===== src/rtl/inst_issue_queue.sv =====
// Instruction-issue FIFO feeding the core's raw inst input, with NOP insertion and writeback tracking.
// Optional macro INST_ISSUE_PERF_EN adds the bubble_cnt output (inserted-NOP counter).
module inst_issue_queue #(
  parameter int DEPTH = 8,
  parameter int AW    = 3,
  parameter int CNT_W = 16
) (
  input  logic             clk,
  input  logic             rst,
  input  logic             in_valid,
  input  logic [7:0]       in_inst,
  output logic             in_ready,
  input  logic             issue_en,
  input  logic             flush,
  output logic [7:0]       inst_out,
  output logic [AW:0]      fifo_count,
  output logic             busy,
`ifdef INST_ISSUE_PERF_EN
  output logic [CNT_W-1:0] bubble_cnt,
`endif
  output logic [CNT_W-1:0] issued_cnt
);

  localparam logic [AW:0] FULL_CNT = DEPTH[AW:0];

  logic [7:0]       mem [DEPTH];
  logic [AW:0]      wr_ptr_q, wr_ptr_d;
  logic [AW:0]      rd_ptr_q, rd_ptr_d;
  logic [7:0]       inst_out_q, inst_out_d;
  logic [CNT_W-1:0] issued_cnt_q, issued_cnt_d;
  logic [2:0]       wb_track_q, wb_track_d;
  logic [AW:0]      count;
  logic             full;
  logic             empty;
  logic             push;
  logic             pop;
  logic [7:0]       head;

  // Extra pointer bit distinguishes full from empty when the low bits match.
  assign count = wr_ptr_q - rd_ptr_q;
  assign full  = (count == FULL_CNT);
  assign empty = (count == '0);
  assign head  = mem[rd_ptr_q[AW-1:0]];

  assign push = in_valid && !full && !flush;
  assign pop  = issue_en && !empty && !flush;

  always_comb begin
    wr_ptr_d     = wr_ptr_q;
    rd_ptr_d     = rd_ptr_q;
    inst_out_d   = 8'h00;
    issued_cnt_d = issued_cnt_q;
    if (flush) begin
      rd_ptr_d = wr_ptr_q;
    end else begin
      if (push) wr_ptr_d = wr_ptr_q + 1'b1;
      if (pop) begin
        rd_ptr_d     = rd_ptr_q + 1'b1;
        inst_out_d   = head;
        issued_cnt_d = issued_cnt_q + 1'b1;
      end
    end
    // Stage 0 mirrors ID; stages 1 and 2 cover EX and WB.
    wb_track_d = {wb_track_q[1:0], (inst_out_d[7:6] != 2'b00)};
  end

  always_ff @(posedge clk) begin
    if (rst) begin
      wr_ptr_q     <= '0;
      rd_ptr_q     <= '0;
      inst_out_q   <= 8'h00;
      issued_cnt_q <= '0;
      wb_track_q   <= 3'b000;
    end else begin
      wr_ptr_q     <= wr_ptr_d;
      rd_ptr_q     <= rd_ptr_d;
      inst_out_q   <= inst_out_d;
      issued_cnt_q <= issued_cnt_d;
      wb_track_q   <= wb_track_d;
    end
  end

  always_ff @(posedge clk) begin
    if (push) mem[wr_ptr_q[AW-1:0]] <= in_inst;
  end

`ifdef INST_ISSUE_PERF_EN
  logic [CNT_W-1:0] bubble_cnt_q, bubble_cnt_d;

  always_comb begin
    bubble_cnt_d = bubble_cnt_q + {{(CNT_W-1){1'b0}}, !pop};
  end

  always_ff @(posedge clk) begin
    if (rst) bubble_cnt_q <= '0;
    else     bubble_cnt_q <= bubble_cnt_d;
  end

  assign bubble_cnt = bubble_cnt_q;
`endif

  assign in_ready   = !full;
  assign inst_out   = inst_out_q;
  assign fifo_count = count;
  assign issued_cnt = issued_cnt_q;
  // Register file is written at the end of WB, so busy drops the cycle after.
  assign busy = !empty || (inst_out_q[7:6] != 2'b00) || (wb_track_q[2:1] != 2'b00);

endmodule


===== config.mk =====
export PLATFORM = sky130hd
export DESIGN_NAME = inst_issue_queue
export DESIGN_NICKNAME = d
export VERILOG_FILES = /design/src/rtl/inst_issue_queue.sv
export SDC_FILE = /design/constraint.sdc
export NUM_CORES = 1
export LEC_CHECK = 0
export ABC_AREA = 0
export BUFFER_PORTS_ARGS = -buffer_cell sky130_fd_sc_hd__buf_2
export CAP_MARGIN = 5
export CORE_MARGIN = 2
export CORE_UTILIZATION = 35
export DETAILED_ROUTE_END_ITERATION = 6
export HOLD_SLACK_MARGIN = 0.02
export PLACE_DENSITY = 0.58
export SYNTH_ARGS = -nofsm -noshare
export SYNTH_HDL_FRONTEND = slang
export SYNTH_SLANG_ARGS = --single-unit

===== constraint.sdc =====
create_clock -name clk -period 8.4 [get_ports clk]
set_clock_uncertainty 0.1 [all_clocks]
set_input_delay 2.1 -clock clk [delete_from_list [all_inputs] [get_ports clk]]
set_output_delay 2.1 -clock clk [all_outputs]
set_load 0.05 [all_outputs]

==> results.json <==
{
  "outcome": "complete, no violations",
  "first_global_vias": 2511,
  "diodes": 0,
  "fin_area_um2": 4930,
  "gr-total-overflow": 0,
  "postPlaceCellArea_um2": 4630,
  "dp_slack_ns": 3.69,
  "clk_pin_slew_worst_paths_ns": 0.07,
  "layout_commonest_cell": "edfxtp_1",
  "grtUsageTotal_pct": 13.7,
  "routabilityCongestion": 0.763,
  "grt_pass1_wl_mm": 13.4,
  "drc": 0,
  "syn2layout_area_growth_pct": 16.6,
  "vias_per_cell": 5.22,
  "die_h_um": 114,
  "core_um2": 11900,
  "finalNetCount": 359,
  "min_period_ns": 5.08,
  "initial_core_util_pct": 35.5,
  "period_share_pct": 60.5,
  "synth_cells": 292,
  "fill_cells": 1113,
  "seq_area_frac_synth_pct": 63.5,
  "cts_resized": 0,
  "async_reset_ff_share_pct": 0,
  "setup-tns-final_ns": 0,
  "cellLeakagePower_nw": 1.72,
  "wirelength_mm": 8.34,
  "drive_above_1_share_pct": 27.6,
  "rows": 40,
  "syn_area_um2": 4230,
  "ir_drop_v": 0.000110,
  "worst_slew_pin_slew_ns": 1.12,
  "synth_edf_count": 64,
  "cts_tree": "done",
  "clk_latency_ns": 0.34,
  "post-dp-hpwl_mm": 5.45,
  "final-setup-viol-count": 0,
  "utilization_pct": 41.4,
  "cts_setup_buffers": 0,
  "ios": 43,
  "antenna_left": 0,
  "grt_max_degree": 29,
  "synthTopCellsByArea": "edfxtp_1 (45%), dfxtp_1 (18%), mux4_2 (8.5%)",
  "ys.flop_type": "edfxtp_1",
  "p_per_area_nw_per_um2": 226,
  "die-area_um2": 13000,
  "multi_input_area_um2": 1470,
  "relSlewSlack_pct": 25.1,
  "htree_num_levels": 3,
  "cp.arrival_ns": 2.88,
  "cts_made_buffers": 9,
  "io_buffers": 42,
  "end_kind": "primary output",
  "fin_ws_ns": 3.32,
  "critPathRequiredTime_ns": 6.20,
  "synth.avg_cell_area_um2": 14.5,
  "fmax_ghz": 0.197,
  "critPathLaunchType": "flop",
  "crit_type": "flop to primary output",
  "clock_tree.root_cell": "clkbuf_16",
  "hp-class": "flop to flop",
  "synth.distinct_cells": 56,
  "yosysTopAreaCellShare_pct": 45.5,
  "wl_per_cell_um": 17.0,
  "holdWs_ns": 0.338,
  "ys_seq_elements": 102,
  "drv_slew": 0,
  "cp_max_fo": 9,
  "hold_buffers": 0,
  "clock-sinks": 102,
  "drv_cap": 0,
  "synth_fp_nets": 312,
  "clockBufferDepth": 2,
  "antenna_found_initial": 1,
  "final_cell_mix": "edfxtp_1 (64), buf_2 (42), dfxtp_1 (38)",
  "dr.pass1.iters": 4,
  "report.final.hold_viol_count": 0,
  "synth_top_area_cell": "edfxtp_1",
  "die_w_um": 114,
  "synth_warnings": 0,
  "dr_total_vias": 2563,
  "drtIter0Drc": 125,
  "final-seq-area_um2": 2680,
  "rsz0062_at_grt": "no"
}
[cell usage after synthesis (all sizes together) (5+ instances only)]
master and instances:
clkbuf 7, o31ai 7, a21oi 18, dfxtp 38, mux2i 10, or3 10, buf 7, nor3 5
mux4 16, edfxtp 64, o21ai 10, ha 6, nor2 18, xor2 5, inv 6, nand2 11
nand3 6
[report_power, final]
part | leakage, nW | switching (W) | internal, W
logic | 0.688 | 0.0000960 | 0.0000511
registers | 0.886 | 0.0000121 | 0.000544
clock network | 0.141 | 0.000176 | 0.000232
[cells by family after synthesis]
logic type	share of synthesized area [%]
adder cells (fa/ha/maj)	2.25
buffers and inverters	2.07
AND/OR/NAND/NOR	11.8
XOR/XNOR	1.66
flip-flops	63.5
AO/OA/AOI/OAI	7.85
multiplexers	10.9
[routing by layer]
layer	wire, um	GRT usage (%)
met1	4070	19.2
met5	16	0
met4	146	5.61
met2	3840	20.5
met3	275	3.24
[flip-flops by register name, summed over array words and instances, names as in the netlist, named ones only]
name	cells
mem	64
issued_cnt	16
inst_out	8
rd_ptr_q	4
wr_ptr_q	4
wb_track_q	3
[critical path: stages, from the launching register on]
cell and delay (ns):
dfxtp_1 0.54, inv_1 0.16, ha_1 0.25, inv_1 0.08, fa_1 0.45, or3_4 0.45, a21oi_2 0.27, nand2_1 0.11
buf_2 0.23
[path summary, 6_finish.rpt]
| path | start | end | slack, ns | cells past startpoint |
|---|---|---|---|---|
| hold / removal | wb_track_q[0] | wb_track_q[1] | 0.34 | 1 |
| setup / recovery | wr_ptr_q[0] | busy | 3.32 | 8 |
| setup reg to reg | wr_ptr_q[0] | inst_out[2] | 4.77 | 8 |
| hold reg to reg | wb_track_q[0] | wb_track_q[1] | 0.34 | 1 |
[cell type report]
cell class              count  area share [%]
clock buffers              11            4.72
clock inverters             5            1.22
inverters                   6           0.457
well taps                 147            3.73
repair buffers             50            5.49
flip-flops and latches    102            54.5
multi-input cells         170            29.9
[through the flow]
stage / power, W / std cells
3_3_place_gp: 0.000714 / 475
3_5_place_dp: 0.000716 / 475
2_1_floorplan: 0.000679 / 292
5_1_grt: 0.00116 / 491
4_1_cts: 0.00112 / 491
6_report: 0.00111 / 491
Note: power is estimated with default switching activity, not from simulation.
